$ cat config.mk
export PLATFORM = sky130hd
export DESIGN_NAME = hs_packer
export DESIGN_NICKNAME = d
export VERILOG_FILES = /design/src/rtl/hs_pkg.sv /design/src/rtl/hs_packer.sv
export SDC_FILE = /design/constraint.sdc
export NUM_CORES = 1
export LEC_CHECK = 0
export ABC_AREA = 1
export CAP_MARGIN = 20
export CORE_ASPECT_RATIO = 0.7
export CORE_UTILIZATION = 40
export DETAILED_ROUTE_END_ITERATION = 10
export GPL_TIMING_DRIVEN = 0
export PLACE_DENSITY = 0.69
export SYNTH_ARGS = -nofsm -noshare
export SYNTH_HDL_FRONTEND = slang
export SYNTH_SLANG_ARGS = --single-unit
$ cat constraint.sdc
create_clock -name clk -period 2.7 [get_ports clk]
set_input_delay 0.27 -clock clk [delete_from_list [all_inputs] [get_ports clk]]
set_output_delay 0.27 -clock clk [all_outputs]
set_load 0.01 [all_outputs]
$ cat src/rtl/hs_pkg.sv
// Shared handshake-stage definitions: FSM state encoding and word geometry.
package hs_pkg;

  localparam int WORD_W  = 32;
  localparam int BYTE_W  = 8;
  localparam int SLOTS   = WORD_W / BYTE_W;
  localparam int COUNT_W = 16;

  // Four-phase handshake states. S_REL is reserved for stages that wait
  // for request release separately; the packer returns straight to S_IDLE.
  typedef enum logic [1:0] {
    S_IDLE = 2'b00,
    S_ACK  = 2'b01,
    S_REL  = 2'b10
  } hs_state_t;

endpackage

$ cat src/rtl/hs_packer.sv
// Four-phase byte receiver that packs four bytes into a 32-bit word and
// presents it on a valid/ready interface, counting delivered words.
module hs_packer
  import hs_pkg::*;
#(
  parameter bit LSB_FIRST = 1'b1
) (
  input  logic              clk,
  input  logic              reset,
  input  logic [BYTE_W-1:0] din,
  input  logic              rr,
  output logic              ar,
  output logic [WORD_W-1:0] dout,
  output logic              dvalid,
  input  logic              dready,
  output logic [COUNT_W-1:0] wcount
);

  hs_state_t          state_reg;
  logic               ar_reg;
  logic [1:0]         idx_reg;
  logic [BYTE_W-1:0]  part_reg [0:SLOTS-2];
  logic [WORD_W-1:0]  dout_reg;
  logic               dvalid_reg;
  logic [COUNT_W-1:0] wcount_reg;

  logic              last_slot;
  logic              xfer;
  logic              capture_ok;
  logic              capture;
  logic              word_done;
  logic [WORD_W-1:0] packed_word;

  // The final byte may only be taken when the output register is free or
  // is being emptied on this very edge; earlier slots never block.
  assign last_slot  = (idx_reg == 2'(SLOTS - 1));
  assign xfer       = dvalid_reg & dready;
  assign capture_ok = !last_slot || !dvalid_reg || dready;
  assign capture    = (state_reg == S_IDLE) && rr && capture_ok;
  assign word_done  = capture && last_slot;

  // Word assembly: the last byte comes straight from din so the word can be
  // loaded on the same edge the final byte is acknowledged.
  genvar gi;
  generate
    for (gi = 0; gi < SLOTS; gi++) begin : g_pack
      logic [BYTE_W-1:0] slot_byte;

      if (gi == SLOTS - 1) begin : g_last
        assign slot_byte = din;
      end else begin : g_held
        assign slot_byte = part_reg[gi];
      end

      if (LSB_FIRST) begin : g_lsb
        assign packed_word[gi*BYTE_W +: BYTE_W] = slot_byte;
      end else begin : g_msb
        assign packed_word[(SLOTS-1-gi)*BYTE_W +: BYTE_W] = slot_byte;
      end
    end

    for (gi = 0; gi < SLOTS - 1; gi++) begin : g_part
      // Hold partial bytes of the word under construction.
      always_ff @(posedge clk or posedge reset) begin
        if (reset) begin
          part_reg[gi] <= '0;
        end else if (capture && (idx_reg == 2'(gi))) begin
          part_reg[gi] <= din;
        end
      end
    end
  endgenerate

  // Handshake FSM; ar is registered and moves on the same edge as the state.
  always_ff @(posedge clk or posedge reset) begin
    if (reset) begin
      state_reg <= S_IDLE;
      ar_reg    <= 1'b0;
      idx_reg   <= 2'd0;
    end else begin
      case (state_reg)
        S_IDLE: begin
          if (capture) begin
            state_reg <= S_ACK;
            ar_reg    <= 1'b1;
            idx_reg   <= idx_reg + 2'd1;
          end
        end
        S_ACK: begin
          if (!rr) begin
            state_reg <= S_IDLE;
            ar_reg    <= 1'b0;
          end
        end
        default: begin
          state_reg <= S_IDLE;
          ar_reg    <= 1'b0;
        end
      endcase
    end
  end

  // Output word register: a new word wins over a simultaneous drain.
  always_ff @(posedge clk or posedge reset) begin
    if (reset) begin
      dout_reg   <= '0;
      dvalid_reg <= 1'b0;
    end else if (word_done) begin
      dout_reg   <= packed_word;
      dvalid_reg <= 1'b1;
    end else if (xfer) begin
      dvalid_reg <= 1'b0;
    end
  end

  // Delivered-word counter, free-running modulo 2^16.
  always_ff @(posedge clk or posedge reset) begin
    if (reset) begin
      wcount_reg <= '0;
    end else if (xfer) begin
      wcount_reg <= wcount_reg + COUNT_W'(1);
    end
  end

  assign ar     = ar_reg;
  assign dout   = dout_reg;
  assign dvalid = dvalid_reg;
  assign wcount = wcount_reg;

endmodule
* Word level (Yosys, flattened, before mapping)
Index checks and enable logic that the tools add are counted.
** Storage, ports and cells
- Input port bits :: 12
- Register bits after elaboration :: 78
- Word-level logic and storage cells :: 41
** Operators by class
- Bitwise operators :: 1
- Multiplexer cells :: 8
- Add/subtract/negate cells :: 2
- Reductions and logical operators :: 15
- Equality and inequality tests :: 6
** Operators with widths (number)
- adder 16 x 1 -> 16 bit, second input constant :: 1
- logical AND 1 bit :: 6
- equality test 2 x 1 -> 1 bit, second input constant :: 2
- equality test 2 bit, second input constant :: 2
- zero test 2 bit :: 2
- two-way mux 1 bit :: 4
- two-way mux 2 bit :: 2
- inequality test 2 bit, second input constant :: 2
- one-hot mux 2 bit (2 select lines) :: 1
- AND reduction 2 bit :: 2
- adder 2 x 1 -> 2 bit, second input constant :: 1
- zero test 1 bit :: 2
- logical OR 1 bit :: 2
- one-hot mux 1 bit (2 select lines) :: 1
- nonzero test 2 bit :: 1
- bitwise AND 1 bit :: 1

* Depth between registers and ports, before layout
Gate-level depths: netlist of run 1.
- Word-level depth :: 7
- Gate-level depth with buffers :: 9
- Gate-level depth less buffers :: 8

* Least setup slack after synthesis of run 1
No wires, ideal clock.
- Kind :: register to register
- From :: reg idx_reg[0]
- To :: reg part_reg, in the netlist g_pack[0].slot_byte[4]
- Slack :: 1.257 ns
- Arrival time :: 1.367 ns
- Required time :: 2.624 ns
- Stages on the path, launching flop included :: 10
- Path through :: dfrtp_1 ha_1 buf_4 nand2_2 o21ai_4 buf_6 nor2_2 buf_6 nand2_1 o21ai_1
** Between the ends
- Word-level cells in the longest chain between the ends :: 6
- Elaborated cells between the ends (all ways) :: 7
** Ends and longest elaborated chain
- start, declared :: line hs_packer.sv:21 : logic [1:0] idx_reg;
- start signal, assigned :: line hs_packer.sv:86 : idx_reg <= idx_reg + 2'd1;
- equality test 2 bit :: line hs_packer.sv:36 : assign last_slot = (idx_reg == 2'(SLOTS - 1));
- zero test 1 bit :: line hs_packer.sv:38 : assign capture_ok = !last_slot || !dvalid_reg || dready;
- logical OR 1 bit (2 in series) :: line hs_packer.sv:38
- logical AND 1 bit :: line hs_packer.sv:39 : assign capture = (state_reg == S_IDLE) && rr && capture_ok;
- logical AND 1 bit * :: line hs_packer.sv:67 : end else if (capture && (idx_reg == 2'(gi))) begin
- end signal, assigned by index :: line hs_packer.sv:68 : part_reg[gi] <= din;
- end, declared :: line hs_packer.sv:22 : logic [BYTE_W-1:0] part_reg [0:SLOTS-2];
Mark *: on every way between the ends. The rest lies on a longest branch, timed or not.
A chain may end at the register's enable or synchronous reset.

* Worst setup path after layout of run 1
- From :: reg idx_reg[0]
- To :: reg part_reg, in the netlist g_pack[2].slot_byte[7]
Same word-level chain as after synthesis.

==> impl_metrics.tcl, run 1 <==
set metrics [dict create \
    period_minus_slack_ns 1.72 \
    end_kind "flip-flop" \
    drt-total-wl_mm 6.95 \
    crit_family "buffers and inverters" \
    cts.sinks 76 \
    synth.most_common_cell "nand2_1" \
    finalCritPeriodShare 0.637 \
    grtUsageTotal 0.184 \
    synthAdderAreaFrac 0.0195 \
    num_vias 2413 \
    rows 26 \
    drv_slew 0 \
    largest_register_ffs 32 \
    ys_top_cells_by_area "dfrtp_1 59%, nand2_1 13%, inv_1 5.0%" \
    tritoncts.num_buffers 9 \
    ir_drop_v 0.000474 \
    synth_nets 365 \
    synth_area_per_cell_um2 9.20 \
    cts.clk_slew.worst_paths_ns 0.06 \
    fmax_mhz 581 \
    post-cts-setup-buffer-count 0 \
    worstSetupStartpointType "flip-flop" \
    tightest_slew_ns 0.489 \
    nets 438 \
    die_w_um 109 \
    worstPathArrival_ns 1.92 \
    start_util 0.426 \
    synth_top_area_cell "dfrtp_1" \
    worst-path-buf-inv 2 \
    dieArea_um2 8370 \
    cts_buffer_depth 2 \
    htreeDepth 3 \
    synth_ff_type "dfrtp_1" \
    ys_types 21 \
    multiInputGateArea_um2 1040 \
    fill_cells 676 \
    synth_top_cell_area_share 0.594 \
    antennaDiodeCount 0 \
    synth_top_family_by_area "simple AND/OR/NAND/NOR gates" \
    synth_compound_area_frac 0.0778 \
    required_ns 2.90 \
    place_hpwl_mm 4.99 \
    grt_max_degree 40 \
    path_cells "ha_1 -> buf_4 -> nand2_2 -> o21ai_4 -> nor2_2 -> buf_2 -> o21ai_0" \
    crit_slowest_cell "dfrtp_1" \
    slowest_delay_ns 0.40 \
    synth_common_cells "108 x nand2_1, 76 x dfrtp_1, 43 x inv_1" \
    grt_pass1_vias 2371 \
    final-seq-area_um2 1900 \
    crit_fanout 10 \
    synth_edf_count 0 \
    die_h_um 76.9 \
    maxSlewHeadroom 0.674 \
    drtPass1Iterations 4 \
    power_leakage_nw 2.11 \
    setup_violations 0 \
    hold_buffers 0 \
    hold_path_class "input port to asynchronous set/reset pin" \
    synthCells 348 \
    synthSimpleGateAreaFrac 0.195 \
    finClkSkew_ns 0.00593 \
    grt_pass1_wl_mm 11.7 \
    yosysWarningCount 0 \
    power_mw 4.52 \
    layout-drive-gt1-share 0.0892 \
    status "complete, no violations" \
    netlist_area_um2 3200 \
    area_growth_pct 33.6 \
    core_area_um2 7510 \
    ant_nets 0 \
    portBuffers 61 \
    fin_util 0.569 \
    antenna_found_initial 0 \
    powerDensity_nw_per_um2 1060 \
    yosysSeqAreaShare 0.594 \
    cts-resized-gates 0 \
    finalHoldViolations 0 \
    async_flop_share 1.00 \
    drc 0 \
    routabilityCongestion 0.793 \
    reg2reg_depth 7 \
    clock_latency_ns 0.33 \
    avgViaCountPerCell 4.60 \
    clock-root-buffer "clkbuf_16" \
    ios 62 \
    final.setup.tns_ns 0 \
    ys_ff_latch 76 \
    grt_overflow 0 \
    maxCapViolations 0 \
    drt_iter0_drc 121 \
    wl_per_cell_um 13.3 \
    rsz0062_at_grt "false" \
    synthMuxAreaShare 0 \
    crit_type "flip-flop to flip-flop" \
    synth_xor_area_frac 0.0328 \
    cts_tree "yes" \
    cp.depth 7 \
]
==> cell families after synthesis <==
| group | Yosys count |
|---|---|
| compound gates | 47 |
| xor+xnor | 12 |
| fa+ha+maj | 5 |
| buf+inv | 56 |
| flops | 76 |
| simple gates | 152 |
==> metal layers <==
layer  track usage  up-vias  routed length [um]
li1              -     1226                   -
met1         0.270     1133                3630
met2         0.262       49                3020
met3        0.0485        5                 251
met4        0.0595        0                  53
met5             0        -                   0
==> worst reg2reg max path, stage by stage (launching register included) <==
cell	delay (ns)
dfrtp_1	0.40
ha_1	0.20
buf_4	0.17
nand2_2	0.08
o21ai_4	0.07
nor2_2	0.29
buf_2	0.28
o21ai_0	0.12
==> power breakdown <==
group          switching [mW]  leakage, nW  internal [mW]
logic                   0.720        0.994          0.721
registers               0.230        0.963           1.59
clock network           0.433        0.153          0.833
==> final cells by class <==
type                    count  share of cell area
inverters                  44              0.0392
clock inverters             4              0.0170
plain buffers              12              0.0217
repair buffers             62               0.147
clock buffers              12              0.0576
flip-flops and latches     76               0.445
multi-input cells         216               0.244
well taps                  98              0.0287
==> layout by cell type (no fill, tap or decap), drive strengths merged, types with 2 or more instances in the layout <==
cell           netlist  final
nand2              111    111
dfrtp               76     76
clkdlybuf4s50        0     61
o21ai               46     46
inv                 44     44
nand3               21     21
nor2                19     19
buf                 12     13
clkbuf               0     12
xor2                 9      9
ha                   5      5
xnor2                3      3
bufinv               0      2
==> stage by stage <==
stage | setup slack [ns] | cell area [um2] | std cells | hold WS, ns
2_1_floorplan | 0.492 | 3200 | 348 | 0.366
3_3_place_gp | -0.787 | 3940 | 507 | 0.454
3_5_place_dp | 0.845 | 3960 | 508 | 0.462
4_1_cts | 0.985 | 4280 | 524 | 0.342
5_1_grt | 0.861 | 4280 | 524 | 0.377
6_report | 0.980 | 4280 | 524 | 0.336
==> worst paths after layout <==
path                                  from                     end  slack, ns
worst max-delay path            idx_reg[0]  g_pack[2].slot_byte[7]       0.98
worst min register to register    dout[30]                dout[30]       0.48
max in group asynchronous            reset                dout[31]       1.80
worst max register to register  idx_reg[0]  g_pack[2].slot_byte[7]       0.98
min in group clk                  dout[30]                dout[30]       0.48
worst min-delay path                 reset                dout[25]       0.34
Note: power is estimated with default switching activity, not from simulation.
==> run 2, diff against run 1 <==
==> constraint.sdc (replaced) <==
create_clock -name clk -period 1.78 [get_ports clk]
set_input_delay 0.178 -clock clk [delete_from_list [all_inputs] [get_ports clk]]
set_output_delay 0.178 -clock clk [all_outputs]
set_load 0.01 [all_outputs]
==> run 2 against run 1 <==
  * Via count grew 1.3%
  * Sequential power up 52%
  * Wire length is 0.10% lower
==> impl_metrics.tcl, run 2 (synthesized netlist as in run 1, its figures left out) <==
set metrics [dict create \
    setup_violations 0 \
    power.internal_mw 4.59 \
    tritoncts.num_buffers 9 \
    placed_area_um2 3980 \
    pwr-share-comb 0.327 \
    post-cts-setup-buffer-count 0 \
    tightest_slew_ns 0.481 \
    grtUsageTotal 0.181 \
    drc 0 \
    grt_pass1_wl_mm 11.6 \
    hold_path_class "input port to asynchronous set/reset pin" \
    ios 62 \
    slowest_delay_ns 0.40 \
    dp.cells 509 \
    power_mw 6.72 \
    rsz0062_at_grt "false" \
    fin_util 0.569 \
    antennaDiodeCount 0 \
    status "complete, no violations" \
    final-seq-area_um2 1900 \
    clock_latency_ns 0.33 \
    htreeDepth 3 \
    ant_nets 0 \
    power_leakage_nw 2.10 \
    die_w_um 109 \
    multiInputGateArea_um2 1050 \
    finalHoldViolations 0 \
    nets 439 \
    worstSetupStartpoint "idx_reg[0]" \
    path_cells "ha_1 -> buf_4 -> nand2_2 -> o21ai_4 -> buf_6 -> nor2_2 -> buf_6 -> nand2_1 -> o21ai_1" \
    final.setup.tns_ns 0 \
    power_switching_mw 2.13 \
    drt_iter0_drc 75 \
    cts_tree "yes" \
    drv_slew 0 \
    largest_register_ffs 32 \
    wl_per_cell_um 13.2 \
    grt_pass1_vias 2410 \
    worstPathArrival_ns 1.90 \
    dieArea_um2 8370 \
    core_area_um2 7510 \
    cts.sinks 76 \
    die_h_um 76.9 \
    start_util 0.426 \
    final_area_um2 4280 \
    crit_family "buffers and inverters" \
    crit_type "flip-flop to flip-flop" \
    antenna_found_initial 0 \
    p_sw_frac 0.318 \
    avgViaCountPerCell 4.66 \
    fill_cells 684 \
    cts.clk_slew.worst_paths_ns 0.06 \
    crit_slowest_cell "dfrtp_1" \
    drt-total-wl_mm 6.95 \
    drtPass1Iterations 4 \
    regToRegStartpoint "idx_reg[0]" \
    layout-drive-gt1-share 0.0937 \
    layout.cells.non_filler 525 \
    dp_slack_ns 0.0217 \
    finalCritPeriodShare 0.923 \
    ir_drop_v 0.000766 \
    cts_buffer_depth 2 \
    power_frac_seq 0.410 \
    num_vias 2445 \
    area_growth_pct 33.6 \
    critPathMostFrequentCell "buf_6" \
    place_hpwl_mm 5.08 \
    fmax_mhz 609 \
    hold_buffers 0 \
    finClkSkew_ns 0.00882 \
    grt_overflow 0 \
    clkPwrFrac 0.263 \
    worstSetupStartpointType "flip-flop" \
    maxSlewHeadroom 0.679 \
    grt_max_degree 37 \
    powerDensity_nw_per_um2 1570 \
    crit_fanout 10 \
    portBuffers 61 \
    period_minus_slack_ns 1.64 \
    end_kind "flip-flop" \
    clock-root-buffer "clkbuf_16" \
    routabilityCongestion 0.804 \
    required_ns 2.03 \
    final_common_cell "nand2_1" \
    worst-path-buf-inv 3 \
    cts-resized-gates 0 \
    maxCapViolations 0 \
    hold-worst-slack_ns 0.185 \
    layout_common_cells "108 x nand2_1, 76 x dfrtp_1, 61 x clkdlybuf4s50_1" \
    rows 26 \
    finalWorstSetupSlack_ns 0.137 \
]
## run 2: path summary, 6_finish.rpt
check / end / slack, ns / cells past startpoint
min in group clk: ar / 0.42 / 3
max: g_pack[1].slot_byte[0] / 0.14 / 9
min reg2reg: dout[0] / 0.47 / 2
max reg2reg: g_pack[1].slot_byte[0] / 0.14 / 9
max in group asynchronous: dout[21] / 1.11 / 3
min: dout[10] / 0.19 / 2
## run 2: layout make-up
cell class              instances  share of cell area
clock buffers                  10              0.0535
well taps                      98              0.0287
plain buffers                  12              0.0216
clock inverters                 6              0.0152
inverters                      44              0.0395
flip-flops and latches         76               0.445
repair buffers                 63               0.152
multi-input cells             216               0.245
## run 2: power groups by stage
stage	combinational, mW	clock (mW)	sequential (mW)
finish	2.20	1.77	2.76
global placement	2.14	0	2.76
floorplan	0.946	0	2.91
detailed placement	2.21	0	2.79
global route	2.45	1.87	2.83
CTS	2.22	1.79	2.76
## run 2: per-layer routing
metal,track usage,share of wire
met4,0.0459,0.012
met5,0,0
met1,0.265,0.50
met3,0.0434,0.058
met2,0.269,0.43
==> run 3, diff against run 2 <==
==> constraint.sdc (replaced) <==
create_clock -name clk -period 2 [get_ports clk]
set_input_delay 0.2 -clock clk [delete_from_list [all_inputs] [get_ports clk]]
set_output_delay 0.2 -clock clk [all_outputs]
set_load 0.01 [all_outputs]
==> run 3 against run 2 <==
  * Hold slack improved by 0.019 ns
  * Register-to-register slack gained 0.15 ns
  * Clock skew hardly changed
  * Final area down 0.12%
  * Flip-flop and latch count stayed put
  * Non-clock buffer count stayed put
  * First-iteration DRC count shrank 12%
  * Wire length shrank 0.12%
  * Die area stayed put
  * Sequential power shrank 11%
  * Core utilization decreased by 0.067 points
==> impl_metrics.tcl, run 3 (synthesized netlist as in run 1, its figures left out) <==
set metrics [dict create \
    finalCritPeriodShare 0.855 \
    cts.clk_slew.worst_paths_ns 0.06 \
    rsz0062_at_grt "false" \
    crit_fanout 10 \
    grt_use_met1 0.265 \
    period_minus_slack_ns 1.71 \
    portBuffers 61 \
    tritoncts.num_buffers 9 \
    drt_iter0_drc 66 \
    grt_overflow 0 \
    cts-resized-gates 0 \
    antenna_found_initial 0 \
    powerDensity_nw_per_um2 1400 \
    cts_buffer_depth 2 \
    dieArea_um2 8370 \
    start_util 0.426 \
    cts.sinks 76 \
    finClkSkew_ns 0.00864 \
    power_frac_seq 0.410 \
    required_ns 2.20 \
    avgViaCountPerCell 4.64 \
    dp.cells 509 \
    num_vias 2434 \
    fmax_mhz 585 \
    grt_pass1_vias 2410 \
    grt_pass1_wl_mm 11.6 \
    maxCapViolations 0 \
    layout.cells.non_filler 525 \
    tightest_slew_ns 0.456 \
    place_hpwl_mm 5.08 \
    power_switching_mw 1.90 \
    rows 26 \
    post-cts-setup-buffer-count 0 \
    maxSlewHeadroom 0.696 \
    pwr-share-comb 0.326 \
    drc 0 \
    final.setup.tns_ns 0 \
    drtPass1Iterations 5 \
    end_kind "flip-flop" \
    power_leakage_nw 2.10 \
    power.internal_mw 4.08 \
    core_area_um2 7510 \
    nets 439 \
    busiest_layer "met2" \
    layout_common_cells "108 x nand2_1, 76 x dfrtp_1, 61 x clkdlybuf4s50_1" \
    layout-drive-gt1-share 0.0937 \
    routabilityCongestion 0.804 \
    grt_max_degree 37 \
    die_h_um 76.9 \
    hold_buffers 0 \
    grtUsageTotal 0.181 \
    final_common_cell "nand2_1" \
    finalHoldViolations 0 \
    use_met2 0.269 \
    die_w_um 109 \
    worstPathArrival_ns 1.91 \
    clock_latency_ns 0.33 \
    clkPwrFrac 0.264 \
    hold_path_class "input port to asynchronous set/reset pin" \
    grt_use_met3 0.0434 \
    r2r_slack_ns 0.29 \
    worstSetupStartpointType "flip-flop" \
    status "complete, no violations" \
    area_growth_pct 33.5 \
    fin_util 0.569 \
    antennaDiodeCount 0 \
    cts_tree "yes" \
    ir_drop_v 0.000683 \
    p_sw_frac 0.317 \
    htreeDepth 3 \
    largest_register_ffs 32 \
    wl_per_cell_um 13.2 \
    crit_type "flip-flop to flip-flop" \
    drv_slew 0 \
    drt-total-wl_mm 6.94 \
    clock-root-buffer "clkbuf_16" \
    ant_nets 0 \
    ios 62 \
    setup_violations 0 \
]
run 3: cell counts in the layout (fill, tap and decap cells not counted):
No cell type changed its count.
run 3: power groups by stage:
stage | Clock (mW) | Combinational (mW) | Sequential, mW
after floorplan | 0 | 0.842 | 2.59
after global placement | 0 | 1.91 | 2.46
after detailed placement | 0 | 1.96 | 2.48
after CTS | 1.60 | 1.97 | 2.46
after global routing | 1.66 | 2.17 | 2.52
final | 1.58 | 1.95 | 2.45
run 3: per-layer routing:
metal  vias to the layer above  part of all wire
met3                         7             0.052
met2                        59              0.43
met4                         0             0.012
met1                      1140              0.51
met5                         -                 0
li1                       1228                 -
run 3: path summary, 6_finish.rpt:
check	start	to	cells past startpoint
worst max-delay path	idx_reg[0]	g_pack[2].slot_byte[1]	7
worst min-delay path	reset	dout[10]	2
worst max register to register	idx_reg[0]	g_pack[2].slot_byte[1]	7
worst min register to register	dout[0]	dout[0]	2
max in group asynchronous	reset	dout[21]	3
min in group clk	rr	ar	3
run 3: area by class of cell:
class / instances / area (um2)
tap: 98 / 123
clock inverter: 6 / 65.1
inverter: 44 / 169
multi-input combinational: 216 / 1040
buffer: 12 / 92.6
clock buffer: 10 / 229
fill: 684 / 3240
timing repair buffer: 63 / 651
sequential: 76 / 1900
run 3: per-stage QoR:
stage / instance area (um2) / hold slack (ns) / total power, mW / setup WS [ns]
2_1_floorplan: 3210 / 0.296 / 3.43 / 0.557
4_1_cts: 4270 / 0.208 / 6.03 / 0.289
6_report: 4270 / 0.204 / 5.98 / 0.291
3_5_place_dp: 3980 / 0.463 / 4.44 / 0.220
3_3_place_gp: 3940 / 0.456 / 4.37 / 0.0339
5_1_grt: 4270 / 0.225 / 6.35 / 0.178
run 3: worst max-delay path, cell delays in order, from the launching register on:
cell and delay [ns]:
dfrtp_1 0.40, ha_1 0.20, buf_4 0.17, nand2_2 0.08, o21ai_4 0.07, nor2_2 0.28, buf_2 0.27, o21ai_0 0.11
